$ cat src/rtl/sprite_fetch_scheduler_if.sv
// Fetch-port bundle between the line timing, the sprite engines and the fetch scheduler.
// The master side is the scheduler; the slave side is the timing generator plus engines.
interface sprite_fetch_scheduler_if #(
  parameter int NUM_REQ = 16
);
  logic [9:0]         CounterX;
  logic [8:0]         CounterY;
  logic [NUM_REQ-1:0] req;
  logic [NUM_REQ-1:0] done;
  logic [NUM_REQ-1:0] gnt;
  logic [3:0]         gnt_idx;
  logic               busy;
  logic [8:0]         line_tag;
  logic               abort;
  logic [7:0]         miss_cnt;

  modport master (
    input  CounterX, CounterY, req, done,
    output gnt, gnt_idx, busy, line_tag, abort, miss_cnt
  );

  modport slave (
    output CounterX, CounterY, req, done,
    input  gnt, gnt_idx, busy, line_tag, abort, miss_cnt
  );
endinterface

$ cat src/rtl/sprite_fetch_scheduler.sv
// Grants the shared sprite-memory fetch port to one engine at a time inside horizontal blanking.
// Define SPRITE_FETCH_FIXED_PRIO_EN for fixed priority (lowest index wins) instead of round-robin.
module sprite_fetch_scheduler #(
  parameter int NUM_REQ = 16,
  parameter int HACTIVE = 640,
  parameter int HTOTAL  = 800,
  parameter int TIMEOUT = 63
) (
  input logic clk,
  input logic rst,
  sprite_fetch_scheduler_if.master bus
);

  localparam logic [9:0] XOPEN    = 10'(HACTIVE);
  localparam logic [9:0] XLAST    = 10'(HTOTAL - 2);
  localparam logic [9:0] XCLOSE   = 10'(HTOTAL - 1);
  localparam logic [5:0] TMO_LAST = 6'(TIMEOUT - 1);

  typedef enum logic [1:0] {IDLE, ARB, GRANT, GAP} state_t;

  state_t             state;
  logic [NUM_REQ-1:0] served;
  logic [5:0]         tmo;
`ifdef SPRITE_FETCH_FIXED_PRIO_EN
`else
  logic [3:0]         rr;
  logic [3:0]         cand;
`endif

  logic               win;
  logic               win_open;
  logic               win_close;
  logic               done_hit;
  logic               any_elig;
  logic [NUM_REQ-1:0] eligible;
  logic [NUM_REQ-1:0] miss_vec;
  logic [3:0]         winner;
  logic [4:0]         miss_pop;
  logic [8:0]         miss_sum;

  always_comb begin
    win       = (bus.CounterX >= XOPEN) && (bus.CounterX <= XLAST);
    win_open  = (bus.CounterX == XOPEN);
    win_close = (bus.CounterX == XCLOSE);
    done_hit  = (state == GRANT) && bus.done[bus.gnt_idx];
    eligible  = bus.req & ~served;
    // A grant finishing on the closing cycle counts as served, not missed.
    miss_vec  = bus.req & ~served & ~({NUM_REQ{done_hit}} & bus.gnt);
    miss_pop  = '0;
    for (int i = 0; i < NUM_REQ; i++) begin
      miss_pop = miss_pop + 5'(miss_vec[i]);
    end
    miss_sum  = {1'b0, bus.miss_cnt} + {4'b0, miss_pop};

    winner    = '0;
    any_elig  = 1'b0;
`ifdef SPRITE_FETCH_FIXED_PRIO_EN
    for (int i = NUM_REQ - 1; i >= 0; i--) begin
      if (eligible[i]) begin
        winner   = 4'(i);
        any_elig = 1'b1;
      end
    end
`else
    cand = '0;
    // Scan farthest-first so the engine just after rr is the last hit and wins.
    for (int k = NUM_REQ; k >= 1; k--) begin
      cand = rr + 4'(k);
      if (eligible[cand]) begin
        winner   = cand;
        any_elig = 1'b1;
      end
    end
`endif
  end

  always_ff @(posedge clk or posedge rst) begin
    if (rst) begin
      state        <= IDLE;
      served       <= '0;
      tmo          <= '0;
      bus.gnt      <= '0;
      bus.gnt_idx  <= '0;
      bus.busy     <= 1'b0;
      bus.line_tag <= '0;
      bus.abort    <= 1'b0;
      bus.miss_cnt <= '0;
`ifdef SPRITE_FETCH_FIXED_PRIO_EN
`else
      rr           <= '0;
`endif
    end else begin
      bus.abort <= 1'b0;
      if (win_open) begin
        served       <= '0;
        bus.line_tag <= bus.CounterY;
      end
      if (!win) begin
        state    <= IDLE;
        bus.gnt  <= '0;
        bus.busy <= 1'b0;
        if (win_close) begin
          bus.miss_cnt <= miss_sum[8] ? 8'hFF : miss_sum[7:0];
          if (state == GRANT) begin
            if (done_hit) begin
              served[bus.gnt_idx] <= 1'b1;
            end else begin
              bus.abort <= 1'b1;
            end
          end
        end
      end else begin
        unique case (state)
          IDLE: begin
            if (win_open) begin
              state <= ARB;
            end
          end
          ARB: begin
            if (any_elig) begin
              bus.gnt     <= {{(NUM_REQ-1){1'b0}}, 1'b1} << winner;
              bus.gnt_idx <= winner;
              bus.busy    <= 1'b1;
              tmo         <= '0;
`ifdef SPRITE_FETCH_FIXED_PRIO_EN
`else
              rr          <= winner;
`endif
              state       <= GRANT;
            end
          end
          GRANT: begin
            if (done_hit) begin
              bus.gnt             <= '0;
              bus.busy            <= 1'b0;
              served[bus.gnt_idx] <= 1'b1;
              state               <= GAP;
            end else if (tmo == TMO_LAST) begin
              bus.gnt             <= '0;
              bus.busy            <= 1'b0;
              bus.abort           <= 1'b1;
              served[bus.gnt_idx] <= 1'b1;
              state               <= GAP;
            end else begin
              tmo <= tmo + 6'd1;
            end
          end
          GAP: begin
            state <= ARB;
          end
          default: begin
            state <= IDLE;
          end
        endcase
      end
    end
  end

endmodule

$ cat src/flat_wrapper.sv
// flat-port wrapper written by rule: the top's interface ports become plain ports
module sprite_fetch_scheduler_flat 
#(
  parameter int NUM_REQ = 16,
  parameter int HACTIVE = 640,
  parameter int HTOTAL  = 800,
  parameter int TIMEOUT = 63
)
  (clk, rst, bus_CounterX, bus_CounterY, bus_req, bus_done, bus_gnt, bus_gnt_idx, bus_busy, bus_line_tag, bus_abort, bus_miss_cnt);
  sprite_fetch_scheduler_if #(.NUM_REQ(NUM_REQ)) bus_i ();
  input logic clk;
  input logic rst;
  input wire logic [$bits(bus_i.CounterX)-1:0] bus_CounterX;
  input wire logic [$bits(bus_i.CounterY)-1:0] bus_CounterY;
  input wire logic [$bits(bus_i.req)-1:0] bus_req;
  input wire logic [$bits(bus_i.done)-1:0] bus_done;
  output wire logic [$bits(bus_i.gnt)-1:0] bus_gnt;
  output wire logic [$bits(bus_i.gnt_idx)-1:0] bus_gnt_idx;
  output wire logic [$bits(bus_i.busy)-1:0] bus_busy;
  output wire logic [$bits(bus_i.line_tag)-1:0] bus_line_tag;
  output wire logic [$bits(bus_i.abort)-1:0] bus_abort;
  output wire logic [$bits(bus_i.miss_cnt)-1:0] bus_miss_cnt;
  assign bus_i.CounterX = bus_CounterX;
  assign bus_i.CounterY = bus_CounterY;
  assign bus_i.req = bus_req;
  assign bus_i.done = bus_done;
  assign bus_gnt = bus_i.gnt;
  assign bus_gnt_idx = bus_i.gnt_idx;
  assign bus_busy = bus_i.busy;
  assign bus_line_tag = bus_i.line_tag;
  assign bus_abort = bus_i.abort;
  assign bus_miss_cnt = bus_i.miss_cnt;
  sprite_fetch_scheduler #(.NUM_REQ(NUM_REQ), .HACTIVE(HACTIVE), .HTOTAL(HTOTAL), .TIMEOUT(TIMEOUT)) u_core (.clk(clk), .rst(rst), .bus(bus_i));
endmodule
$ cat config.mk
export PLATFORM = sky130hd
export DESIGN_NAME = sprite_fetch_scheduler_flat
export DESIGN_NICKNAME = d
export VERILOG_FILES = /design/src/rtl/sprite_fetch_scheduler_if.sv /design/src/rtl/sprite_fetch_scheduler.sv /design/src/flat_wrapper.sv
export SDC_FILE = /design/constraint.sdc
export NUM_CORES = 1
export LEC_CHECK = 0
export ABC_AREA = 1
export CORE_MARGIN = 3
export CORE_UTILIZATION = 55
export DETAILED_ROUTE_END_ITERATION = 10
export PLACE_DENSITY = 0.82
export SLEW_MARGIN = 5
export SYNTH_ARGS = -nofsm -noshare
export SYNTH_HDL_FRONTEND = slang
export SYNTH_SLANG_ARGS = --single-unit
$ cat constraint.sdc
create_clock -name clk -period 9.5 [get_ports clk]
set_input_delay 1.425 -clock clk [delete_from_list [all_inputs] [get_ports clk]]
set_output_delay 1.425 -clock clk [all_outputs]
set_load 0.01 [all_outputs]
== After elaboration in Yosys (flattened, before gate mapping) ==
Index checks and enable logic that the tools add are counted.
Storage, ports and cells
  register bits: 63
  bits of input ports: 53
  output and inout port bits: 39
  logic and storage cells: 195
Operators by class
  add/subtract/negate cells: 32
  order comparisons: 19
  equal/unequal tests: 13
  shift operators: 1
  muxes and demuxes: 104
  bitwise gates (word level): 7
  reduce and logical (&&, ||, !) cells: 10
Operator list (count)
  $mux 16: 12
  $lt 4x5->1 const B: 16
  $add 5x1->5: 14
  $bmux 1 s4: 17
  $mux 4: 16
  $and 16x16->16: 3
  $mux 1: 45
  $add 4x4->4 const B: 8
  $not 16->16: 2
  $pmux 16 s2: 1
  $eq 10x10->1 const B: 2
  $mux 6: 3
  $add 4x3->4 const B: 4
  $or 16x16->16: 1
  $shl 1x4->16 const A: 1
  $pmux 6 s2: 1
  $ge 10x10->1 const B: 1
  $le 10x10->1 const B: 1
  $mux 2: 5
  $add 8x5->9: 1
  $ne 3x3->1 const B: 3
  $reduce_and 3->1: 3
  $add 4x2->4 const B: 2
  $mux 8: 1
  19 further kinds: 23

== Longest topological paths before layout ==
  depth after elaboration: 24
  mapped depth: 36
  mapped depth without buffers: 34

== Worst setup path before layout ==
No wires, ideal clock.
  kind: input port to flip-flop
  start: in bus_done[6]
  end: reg u_core.bus.miss_cnt[4]
  data arrival time: 7.133 ns
  required time: 9.384 ns
  path slack: 2.251 ns
  cell stages on the path: 29
  cell sequence: o21ai_0 o221ai_1 o211ai_1 nand2_1 inv_1 nor2_1 nand2_1 nand3_1 inv_1 ha_1 inv_1 fa_1 fa_1 fa_1 inv_1 fa_1 fa_1 inv_1 fa_1 fa_1 o31ai_1 nand2_1 inv_1 nor2_1 nor3_1 inv_1 nor2_1 inv_1 o311ai_0
Between the ends
  word-level cells in the longest chain between the ends: 23
Ends and longest elaborated chain
  start: declaration: RTL line flat_wrapper.sv:16  | input wire logic [$bits(bus_i.done)-1:0] bus_done;
  $bmux 1 s4 *: RTL line sprite_fetch_scheduler.sv:45  | done_hit = (state == GRANT) && bus.done[bus.gnt_idx];
  $mux 1 (not written as such) *: RTL line sprite_fetch_scheduler.sv:45
  $logic_and 1x1->1 *: RTL line sprite_fetch_scheduler.sv:45
  $and 16x16->16 *: RTL line sprite_fetch_scheduler.sv:48  | miss_vec = bus.req & ~served & ~({NUM_REQ{done_hit}} & bus.gnt);
  $not 16->16 *: RTL line sprite_fetch_scheduler.sv:48
  $and 16x16->16 *: RTL line sprite_fetch_scheduler.sv:48
  $add 1x1->2: RTL line sprite_fetch_scheduler.sv:51  | miss_pop = miss_pop + 5'(miss_vec[i]);
  $add 5x1->5 (13 in a row): RTL line sprite_fetch_scheduler.sv:51
  $add 5x1->5 *: RTL line sprite_fetch_scheduler.sv:51
  $add 8x5->9 *: RTL line sprite_fetch_scheduler.sv:53  | miss_sum = {1'b0, bus.miss_cnt} + {4'b0, miss_pop};
  $mux 8 *: RTL line sprite_fetch_scheduler.sv:103  | bus.miss_cnt <= miss_sum[8] ? 8'hFF : miss_sum[7:0];
  end signal: assignment: RTL line sprite_fetch_scheduler.sv:103
  end: declaration: RTL line sprite_fetch_scheduler_if.sv:19  | output gnt, gnt_idx, busy, line_tag, abort, miss_cnt
Every way passes the cells marked *; elsewhere a longest branch is shown, timed or not. The select of a mux whose other input is x is not followed.
A chain may end at the register's enable or synchronous reset.

== Worst setup path after layout ==
  start: in bus_done[6]
  end: reg u_core.bus.miss_cnt[3]
The elaborated chain is that of the path after synthesis.

==> flow_metrics.tcl <==
set metrics [dict create \
    status "completed" \
    area_growth_pct 21.5 \
    synth_top_cell_area_share_pct 27.9 \
    dieArea_mm2 0.0115 \
    setup_violations 0 \
    drtIter0Drc 688 \
    syn_inst 864 \
    fin_nets 1046 \
    grt_pass1_wl_um 27600 \
    async_flop_share_pct 100 \
    postSynthRegisterBits 63 \
    synth_area_mm2 0.00565 \
    routedWlPerCell_um 15.0 \
    maxCapViolCount 0 \
    rows 36 \
    maxSlewViolCount 0 \
    dp_hpwl_um 12400 \
    clk_pin_slew_ns 0.07 \
    first_pass_iters 5 \
    ctsHoldBuffers 0 \
    port_buffers 91 \
    routed_wl_um 16400 \
    slowest_stage "fa_1" \
    drive_above_1_share_pct 7.94 \
    io_pins 92 \
    critical_path.most_common_cell "inv_1" \
    grt_remaining_overflow 0 \
    finalHoldViolations 0 \
    gp_congestion 0.990 \
    synth.area.top_cells "dfrtp_1 28%, nand2_1 17%, nand3_1 11%" \
    cts_resized 0 \
    met3_length_um 1550 \
    fmaxAchievable_mhz 127 \
    rrSetupSlack_ns 1.81 \
    core-area_mm2 0.00986 \
    avgViaCountPerCell 5.51 \
    cts_made_buffers 9 \
    whs_path_depth 2 \
    synth.net_count 957 \
    rsz0062_at_grt "false" \
    yosys_warnings 0 \
    worstMarginPinSlew_ns 1.01 \
    top_layer "met4" \
    ff2ff_path_depth 32 \
    wl_met2_um 7510 \
    fp.dieH_um 107 \
    htreeDepth 3 \
    maxSlewHeadroom_pct 32.7 \
    synth_flop_cell "dfrtp_1" \
    drc 0 \
    wl_met1_um 6800 \
    startpoint_type "primary input" \
    grt_pass1_vias 5751 \
    grt_max_degree 64 \
    fin_tns_setup_ns 0 \
    cts_root_buf "clkbuf_8" \
    synth_top_area_cell "dfrtp_1" \
    synth_edf_count 0 \
    crit_type "in2reg" \
    fin_crit_sh_pct 82.7 \
    cp-end-kind "register" \
    antenna_found_initial 0 \
    ys_seq_area_share_pct 27.9 \
    crit_fanout 18 \
    antenna_cells 0 \
    cts.sinks 63 \
    worstSkewPairLatency_ns 0.35 \
    yosysUniqueCellTypes 47 \
    rr_startpoint "u_core.bus.gnt_idx[1]" \
    crit_required_ns 9.72 \
    final.setup_skew_ns 0.00723 \
    arrival_ns 8.08 \
    hp-class "reg2reg" \
    worstReg2RegEnd "u_core.bus.miss_cnt[3]" \
    min_from "u_core.bus.busy" \
    cts_setup_buffers 0 \
    holdPathEnd "u_core.bus.busy" \
    start_util_pct 57.3 \
    avgSynthCellArea_um2 6.54 \
    die_x_um 107 \
    cts_tree "yes" \
    max_stage_delay_ns 0.56 \
    antenna_left 0 \
    vias 6006 \
    fillCellCount 867 \
    grt.total_usage_pct 29.9 \
    fin_crit_ns 7.86 \
    clockBufferDepth 2 \
]
## flip-flops by register name, indices dropped and copies added (netlist names), 2 cells and up
register,count
u_core.bus.gnt,16
u_core.bus.gnt_idx,4
u_core.bus.line_tag,9
u_core.bus.miss_cnt,8
u_core.served,16
u_core.state,2
u_core.tmo,6
## area by class of cell
class | instances | area [um^2] | area share (%)
multi-input cells | 632 | 3420 | 49.7
flip-flops and latches | 63 | 1580 | 23.0
clock inverters | 3 | 42.5 | 0.619
inverters | 152 | 571 | 8.31
clock buffers | 12 | 155 | 2.26
well taps | 133 | 166 | 2.42
repair buffers | 95 | 941 | 13.7
## per-stage QoR
stage / area (um^2) / std cells / hold slack, ns / worst slack, ns / utilization (%)
final: 6870 / 1090 / 0.483 / 1.64 / 69.6
after global routing: 6870 / 1090 / 0.508 / 1.15 / 69.6
after CTS: 6870 / 1090 / 0.483 / 1.65 / 69.6
after detailed placement: 6670 / 1075 / 0.467 / 1.29 / 67.6
after global placement: 6670 / 1075 / 0.457 / 1.51 / 67.6
after floorplan: 5650 / 864 / 0.453 / 2.25 / -
## layer usage
| layer | track usage (%) | vias to the layer above |
|---|---|---|
| met5 | 0 | - |
| met4 | 9.92 | 0 |
| met3 | 6.42 | 52 |
| met2 | 48.0 | 283 |
| met1 | 40.2 | 2735 |
| li1 | - | 2936 |
## worst max path at each step
stage	start	endpoint	slack, ns	cells after the start
floorplan	bus_done[6]	u_core.bus.miss_cnt[4]	2.25	29
global placement	bus_done[6]	u_core.bus.miss_cnt[4]	1.51	31
detailed placement	bus_done[6]	u_core.bus.miss_cnt[3]	1.29	31
CTS	bus_done[6]	u_core.bus.miss_cnt[3]	1.65	31
global route	bus_done[2]	u_core.bus.miss_cnt[3]	1.15	31
finish	bus_done[6]	u_core.bus.miss_cnt[3]	1.64	31
## cell families (layout without fill, tap and decap cells)
family,after synthesis,count (layout),share of synthesized area [%]
flip-flops,63,63,27.9
adder cells (fa/ha/maj),40,40,10.3
XOR/XNOR,6,6,1.20
multiplexers,9,9,1.79
AO/OA/AOI/OAI,116,116,12.0
buffers and inverters,169,262,11.6
AND/OR/NAND/NOR,461,461,35.1
## layout by cell type, fill, tap and decap left out, types with 6 or more instances in the layout
| cell type | n |
|---|---|
| nand2_1 | 256 |
| inv_1 | 126 |
| nand3_1 | 126 |
| clkdlybuf4s50_1 | 91 |
| dfrtp_1 | 63 |
| o21ai_0 | 60 |
| nor2_1 | 47 |
| ha_1 | 29 |
| inv_2 | 23 |
| a21oi_1 | 22 |
| fa_1 | 11 |
| clkbuf_8 | 11 |
| mux2_2 | 9 |
| nor3_1 | 6 |
| o21ai_1 | 6 |
| nand2_2 | 6 |
## synthesized netlist by cell type (2+ instances only)
cell type    n
clkinv_1     3
o221ai_1     2
o21ai_0     60
o311ai_0     2
dfrtp_1     63
a21oi_1     22
buf_6        2
fa_1        11
o21ai_1      6
clkbuf_1     9
inv_1      127
nand3_1    126
nor2_1      47
nand2_1    256
nor2_2       3
xor2_1       3
nand2_2      6
nor3_1       6
ha_1        29
buf_2        4
o22ai_1      2
a21oi_2      3
o21ai_2      3
mux2_2       9
nand3_2      4
nand4_1      3
o211ai_1     5
inv_2       22
nor4_1       3
o31ai_1      4
and2_0       3
## critical path, delay by kind of cell
family	cells	cell delay [ns]
simple gates	8	0.82
fa+ha+maj	8	3.71
compound gates	5	0.85
buf+inv	10	1.29
Power is left out: the tool's default activity adds up to more than one toggle a clock period on the data nets, which glitch-free logic cannot reach.
